--- src/rtl/alu_seq_if.sv ---
// Purpose : request/response bundle between register-read and the sequential ALU.
// Latency : n/a (wires only); the master issues operations and the slave returns results.
// Backpr. : valid/ready on both sides: in_valid/in_ready for requests, out_valid/out_ready for results.
// Ports   : request (in_valid, op, a, b, imm, imm_en, set_flags), in_ready,
//           response (out_valid, result, flags), out_ready, busy status.
interface alu_seq_if #(
    parameter int WIDTH = 32,
    parameter int IMM_W = 8
);
    logic             in_valid;
    logic             in_ready;
    logic [3:0]       op;
    logic [WIDTH-1:0] a;
    logic [WIDTH-1:0] b;
    logic [IMM_W-1:0] imm;
    logic             imm_en;
    logic             set_flags;
    logic             out_valid;
    logic             out_ready;
    logic [WIDTH-1:0] result;
    logic [3:0]       flags;
    logic             busy;

    modport master (
        output in_valid, op, a, b, imm, imm_en, set_flags, out_ready,
        input  in_ready, out_valid, result, flags, busy
    );

    modport slave (
        input  in_valid, op, a, b, imm, imm_en, set_flags, out_ready,
        output in_ready, out_valid, result, flags, busy
    );
endinterface

--- src/rtl/alu_seq.sv ---
// Purpose : registered ALU with persistent NZCV flags and a shift-add multiplier.
// Latency : 1 cycle for single-cycle ops, WIDTH+1 cycles for MUL (handshake to out_valid).
// Backpr. : result/flags held while out_ready=0; in_ready follows out_ready when a result is pending.
// Ports   : clk, rst_n (async active-low), bus (alu_seq_if slave: request, response, busy).
module alu_seq #(
    parameter int WIDTH  = 32,
    parameter int IMM_W  = 8,
    parameter int MUL_EN = 1
) (
    input  logic      clk,
    input  logic      rst_n,
    alu_seq_if.slave  bus
);
    localparam int CNT_W = $clog2(WIDTH);

    typedef enum logic [1:0] {IDLE, EXEC, DONE} state_t;

    state_t           state;
    logic [WIDTH-1:0] result_q;
    logic [3:0]       flags_q;
    logic             out_valid_q;
    logic             busy_q;

    // multiplier datapath
    logic [WIDTH-1:0] mcand;
    logic [WIDTH-1:0] mplier;
    logic [WIDTH-1:0] acc;
    logic [CNT_W-1:0] cnt;
    logic             mul_sf;
    logic [WIDTH-1:0] acc_next;

    // single-cycle datapath
    logic [WIDTH-1:0] b_eff;
    logic [WIDTH-1:0] x;
    logic [WIDTH-1:0] y;
    logic             cin;
    logic [WIDTH:0]   sum;
    logic             arith;
    logic             ovf;
    logic [WIDTH-1:0] alu_res;
    logic             upd;
    logic             is_mul;
    logic             hs;

    assign bus.in_ready  = (state == IDLE) || (state == DONE && bus.out_ready);
    assign bus.out_valid = out_valid_q;
    assign bus.result    = result_q;
    assign bus.flags     = flags_q;
    assign bus.busy      = busy_q;

    assign hs     = bus.in_valid && bus.in_ready;
    assign is_mul = (bus.op == 4'd14) && (MUL_EN != 0);
    assign b_eff  = bus.imm_en ? WIDTH'(bus.imm) : bus.b;

    assign acc_next = acc + (mplier[0] ? mcand : '0);

    // Subtraction is done as x + ~y + 1 so the adder carry is directly "not borrow",
    // and one overflow rule covers both add- and sub-type ops.
    always_comb begin
        x       = bus.a;
        y       = b_eff;
        cin     = 1'b0;
        arith   = 1'b0;
        alu_res = '0;
        case (bus.op)
            4'd0, 4'd11: arith = 1'b1;
            4'd1: begin
                arith = 1'b1;
                cin   = flags_q[1];
            end
            4'd2, 4'd10: begin
                arith = 1'b1;
                y     = ~b_eff;
                cin   = 1'b1;
            end
            4'd3: begin
                arith = 1'b1;
                x     = b_eff;
                y     = ~bus.a;
                cin   = 1'b1;
            end
            default: ;
        endcase
        sum = {1'b0, x} + {1'b0, y} + {{WIDTH{1'b0}}, cin};
        ovf = (x[WIDTH-1] == y[WIDTH-1]) && (sum[WIDTH-1] != x[WIDTH-1]);
        case (bus.op)
            4'd0, 4'd1, 4'd2, 4'd3,
            4'd10, 4'd11: alu_res = sum[WIDTH-1:0];
            4'd4, 4'd12:  alu_res = bus.a & b_eff;
            4'd5:         alu_res = bus.a | b_eff;
            4'd6, 4'd13:  alu_res = bus.a ^ b_eff;
            4'd7:         alu_res = bus.a & ~b_eff;
            4'd8:         alu_res = b_eff;
            4'd9:         alu_res = ~b_eff;
            default:      alu_res = '0;
        endcase
        // reserved (and MUL when not built) never touch the flags
        upd = (bus.op != 4'd15) && !(bus.op == 4'd14 && MUL_EN == 0) &&
              (bus.set_flags || (bus.op >= 4'd10 && bus.op <= 4'd13));
    end

    function automatic logic [3:0] flag_update(
        input logic [3:0]       old,
        input logic [WIDTH-1:0] res,
        input logic             en,
        input logic             cv_en,
        input logic             c,
        input logic             v
    );
        logic [3:0] f;
        f = old;
        if (en) begin
            f[3] = res[WIDTH-1];
            f[2] = (res == '0);
            if (cv_en) begin
                f[1] = c;
                f[0] = v;
            end
        end
        return f;
    endfunction

    always_ff @(posedge clk or negedge rst_n) begin
        if (!rst_n) begin
            state       <= IDLE;
            result_q    <= '0;
            flags_q     <= 4'b0000;
            out_valid_q <= 1'b0;
            busy_q      <= 1'b0;
            mcand       <= '0;
            mplier      <= '0;
            acc         <= '0;
            cnt         <= '0;
            mul_sf      <= 1'b0;
        end else if (state == EXEC) begin
            acc    <= acc_next;
            mcand  <= mcand << 1;
            mplier <= mplier >> 1;
            cnt    <= cnt + 1'b1;
            if (cnt == CNT_W'(WIDTH - 1)) begin
                result_q    <= acc_next;
                flags_q     <= flag_update(flags_q, acc_next, mul_sf, 1'b0, 1'b0, 1'b0);
                out_valid_q <= 1'b1;
                busy_q      <= 1'b0;
                state       <= DONE;
            end
        end else begin
            if (state == DONE && bus.out_ready) begin
                out_valid_q <= 1'b0;
                state       <= IDLE;
            end
            // A handshake in DONE overrides the drain above: back-to-back issue.
            if (hs) begin
                if (is_mul) begin
                    mcand       <= bus.a;
                    mplier      <= b_eff;
                    acc         <= '0;
                    cnt         <= '0;
                    mul_sf      <= bus.set_flags;
                    busy_q      <= 1'b1;
                    out_valid_q <= 1'b0;
                    state       <= EXEC;
                end else begin
                    result_q    <= alu_res;
                    flags_q     <= flag_update(flags_q, alu_res, upd, arith, sum[WIDTH], ovf);
                    out_valid_q <= 1'b1;
                    state       <= DONE;
                end
            end
        end
    end
endmodule

--- src/flat_wrapper.sv ---
// flat-port wrapper written by rule: the top's interface ports become plain ports
module alu_seq_flat 
#(
    parameter int WIDTH  = 32,
    parameter int IMM_W  = 8,
    parameter int MUL_EN = 1
)
  (clk, rst_n, bus_in_valid, bus_op, bus_a, bus_b, bus_imm, bus_imm_en, bus_set_flags, bus_out_ready, bus_in_ready, bus_out_valid, bus_result, bus_flags, bus_busy);
  alu_seq_if #(.WIDTH(WIDTH), .IMM_W(IMM_W)) bus_i ();
  input  logic clk;
  input  logic rst_n;
  input wire logic [$bits(bus_i.in_valid)-1:0] bus_in_valid;
  input wire logic [$bits(bus_i.op)-1:0] bus_op;
  input wire logic [$bits(bus_i.a)-1:0] bus_a;
  input wire logic [$bits(bus_i.b)-1:0] bus_b;
  input wire logic [$bits(bus_i.imm)-1:0] bus_imm;
  input wire logic [$bits(bus_i.imm_en)-1:0] bus_imm_en;
  input wire logic [$bits(bus_i.set_flags)-1:0] bus_set_flags;
  input wire logic [$bits(bus_i.out_ready)-1:0] bus_out_ready;
  output wire logic [$bits(bus_i.in_ready)-1:0] bus_in_ready;
  output wire logic [$bits(bus_i.out_valid)-1:0] bus_out_valid;
  output wire logic [$bits(bus_i.result)-1:0] bus_result;
  output wire logic [$bits(bus_i.flags)-1:0] bus_flags;
  output wire logic [$bits(bus_i.busy)-1:0] bus_busy;
  assign bus_i.in_valid = bus_in_valid;
  assign bus_i.op = bus_op;
  assign bus_i.a = bus_a;
  assign bus_i.b = bus_b;
  assign bus_i.imm = bus_imm;
  assign bus_i.imm_en = bus_imm_en;
  assign bus_i.set_flags = bus_set_flags;
  assign bus_i.out_ready = bus_out_ready;
  assign bus_in_ready = bus_i.in_ready;
  assign bus_out_valid = bus_i.out_valid;
  assign bus_result = bus_i.result;
  assign bus_flags = bus_i.flags;
  assign bus_busy = bus_i.busy;
  alu_seq #(.WIDTH(WIDTH), .IMM_W(IMM_W), .MUL_EN(MUL_EN)) u_core (.clk(clk), .rst_n(rst_n), .bus(bus_i));
endmodule
--- config.mk ---
export PLATFORM = sky130hd
export DESIGN_NAME = alu_seq_flat
export DESIGN_NICKNAME = d
export VERILOG_FILES = /design/src/rtl/alu_seq_if.sv /design/src/rtl/alu_seq.sv /design/src/flat_wrapper.sv
export SDC_FILE = /design/constraint.sdc
export NUM_CORES = 1
export LEC_CHECK = 0
export BUFFER_PORTS_ARGS = -buffer_cell sky130_fd_sc_hd__buf_2
export CAP_MARGIN = 10
export CORE_MARGIN = 5
export CORE_UTILIZATION = 50
export CTS_CLUSTER_SIZE = 14
export DETAILED_ROUTE_END_ITERATION = 8
export GPL_TIMING_DRIVEN = 0
export HOLD_SLACK_MARGIN = 0.02
export PLACE_DENSITY = 0.69
export REMOVE_ABC_BUFFERS = 1
export SLEW_MARGIN = 15
export SYNTH_ARGS = -nofsm -noshare
export SYNTH_HDL_FRONTEND = slang
export SYNTH_SLANG_ARGS = --single-unit
--- constraint.sdc ---
create_clock -name clk -period 5 [get_ports clk]
set_input_delay 0.5 -clock clk [delete_from_list [all_inputs] [get_ports clk]]
set_output_delay 0.5 -clock clk [all_outputs]
set_load 0.005 [all_outputs]
==> impl_metrics.ini <==
[routing]
first_iter_violations = 1218
drtAntennaViolNets = 0
routed_wl_mm = 40.7
drc = 0
drt-wirelength-per-cell_um = 19.0
drt-pass1-iter-count = 7
vias = 13147
viasPerCell = 6.14

[finish]
drive_above_1_share = 0.148
final_net_count = 1971
area_growth_pct = 12.2
final_util = 0.572
fillers = 2420
final_cells = 2142
final_cell_area_um2 = 15000

[logic_synthesis]
yosys.area_share.simple = 0.211
yosysUniqueCellTypes = 93
yosys.cell_count.top_type = nand2_1
async_reset_ff_frac = 1.00
muxShareOfSynthArea = 0.0415
yosys.area_share.adder = 0.0944
seq_area_frac_synth = 0.264
synth_compound_area_frac = 0.279
yosysWarnings = 0
synth_commonest_cells = nand2_1, o21ai_0, nor2_1
synth_top_area_frac = 0.264
synth_cells = 1746
syn_avg_cell_area_um2 = 7.65
syn-cell-area_um2 = 13400
ys.flop_type = dfrtp_1
synth-seq-cells = 141
synth_area_leader_cell = dfrtp_1
synth_top_family_by_area = compound AO/OA/AOI/OAI gates
synth_xor_area_frac = 0.0523
synth.area.top_cells = dfrtp_1, ha_1, nand2_1
synth-edff-count = 0

[floorplanning]
dieArea_um2 = 30100
die_h_um = 173
die_w_um = 173
floorplan.rows = 59
core_um2 = 26200
pin_count = 121
initial_utilization = 0.510

[clock_network]
htree_num_levels = 4
root_buffer = clkbuf_16
cts_buffer_depth = 2
numCtsBuffers = 17
cts_tree = yes
clock-sinks = 141
insertion_delay_ns = 0.44
path_clk_slew_ns = 0.07

[sta]
period_needed_ns = 4.91
skew_ns = 0.0129
rsz0062_at_grt = false
hold_viol_final = 0
fin_crit_sh = 0.983
worst_pin_slew_ns = 1.23
max-slew-margin-rel = 0.182
tns_ns = 0
slew_viol_final = 0
max_clock_freq_mhz = 204
setup_viol = 0

[setup_path]
cpMostUsedCell = fa_1
crit_fanout = 43
critPathCaptureType = flop
required_ns = 5.33
cp-start-kind = primary input
critical_path_class = in2reg
path_cells = buf_12 > nand3b_1 > or2_4 > nand2_4 > o221a_2 > fa_1 > inv_1 > fa_1 > a21o_1 > a22o_1 > o211ai_1 > nand3_1 > a21boi_0 > nor4_1 > a311oi_1 > nand4_1 > nor4_2 > a31oi_1 > o31ai_1
crit_arrival_ns = 5.24
worst_path_max_delay_cell = a311oi_1
slowest_delay_ns = 0.67

[grt]
grt_pass1_wl_mm = 64.5
globalRoute.totalOverflow = 0
grt_pass1_vias = 12090
grt_util_all_layers = 0.263
antenna_found_initial = 4
grt_max_degree = 98

[placement]
placed_cells = 2099
dp_hpwl_mm = 29.9
place_congestion = 0.930
port_buffers = 120
placed_area_um2 = 14300

[flow_run]
maxCapViolCount = 0

[power_and_ir_drop]
p_leak_nw = 6.94
ir_worst_vdd_mv = 0.204
power.total_w = 0.00649
power_density_nw_per_um2 = 433

[outcome]
outcome = completed

[hold_path]
hp-class = in2reg
## layer usage
layer	wire, um	track usage	vias to the layer above
met1	18600	0.381	6158
met3	3050	0.0358	86
met5	0	0	-
met2	17800	0.398	527
li1	-	-	6376
met4	1310	0.100	0
## cell families (layout without fill, tap and decap cells)
kind of cell | count (synthesis) | after routing
and+or+nand+nor | 611 | 613
muxes | 49 | 49
AOI/OAI and AO/OA | 575 | 575
adders and majority gates | 99 | 99
xor gates and xnor gates | 79 | 79
other | 0 | 4
buffers and inverters | 192 | 247
DFF | 141 | 141
## worst max-delay path, delay by kind of cell
family          cells  cell delay, ns
fa+ha+maj           2            0.60
simple gates        7            1.58
compound gates      8            2.22
buf+inv             2            0.31
## placed cells by master, fill, tap and decap left out, types with 13 or more instances in the layout
cell type and count:
a221oi_1 13, a21o_1 36, a31o_2 16, mux2i_1 33
ha_1 96, xor2_1 26, nor3_1 13, buf_2 116
and2_1 37, nor2b_1 30, a31oi_1 65, clkbuf_16 17
nand2b_1 14, xnor2_1 52, o21ai_0 169, o22ai_1 16
inv_1 60, a211oi_1 15, nand2_1 236, nand4_1 15
nand3_1 42, nor2_1 160, dfrtp_1 140, o221ai_1 15
a21oi_1 104
## layout make-up
cell class                 count  area (um2)  share of cell area
timing repair buffer         145        1010              0.0677
multi-input combinational   1415        9190               0.613
clock inverter                14         145             0.00968
antenna                        4        10.0            0.000667
inverter                      70         263              0.0175
tap                          335         419              0.0279
clock buffer                  18         429              0.0286
sequential                   141        3530               0.235
## per-stage QoR
stage	worst slack, ns	hold slack [ns]
final	0.0867	0.324
after global routing	0.0111	0.324
after CTS	0.0264	0.307
after detailed placement	-1.84	0.430
after global placement	-3.58	0.456
after floorplan	-0.782	0.204
## sequential cells by signal, indices dropped and copies added, names as in the netlist
register	flops
u_core.acc	32
u_core.bus.result	32
u_core.mcand	32
u_core.mplier	32
u_core.cnt	5
u_core.bus.flags	4
u_core.bus.busy	1
u_core.bus.out_valid	1
u_core.mul_sf	1
u_core.state	1
## repair_timing
action	CTS	global route
gates cloned	1	1
pin swaps	2	1
gates resized for setup	12	8
hold endpoints to repair	44	0
setup buffers	2	2
endpoints found under the setup margin	29	5
hold buffers	1	0
## worst paths after layout
path | startpoint | endpoint | slack [ns] | cells after the start
setup / recovery | bus_op[0] | u_core.bus.flags[2]$_DFFE_PN0P_ | 0.09 | 19
hold / removal | bus_set_flags | u_core.mul_sf$_DFFE_PN0P_ | 0.32 | 3
setup reg to reg | u_core.mplier[0]$_DFFE_PN0P_ | u_core.bus.flags[2]$_DFFE_PN0P_ | 0.25 | 14
hold reg to reg | u_core.bus.result[27]$_DFFE_PN0P_ | u_core.bus.result[27]$_DFFE_PN0P_ | 0.47 | 1
max in group asynchronous | rst_n | u_core.acc[19]$_DFFE_PN0P_ | 3.65 | 3
min in group asynchronous | rst_n | u_core.mplier[3]$_DFFE_PN0P_ | 0.54 | 2
## power by group
part	total (W)	switching, W	leakage, nW	internal, W
registers	0.00194	0.000313	1.73	0.00163
logic	0.00323	0.00192	4.94	0.00131
clock network	0.00132	0.000613	0.273	0.000704
No activity file was read; power rests on OpenSTA's default activity.
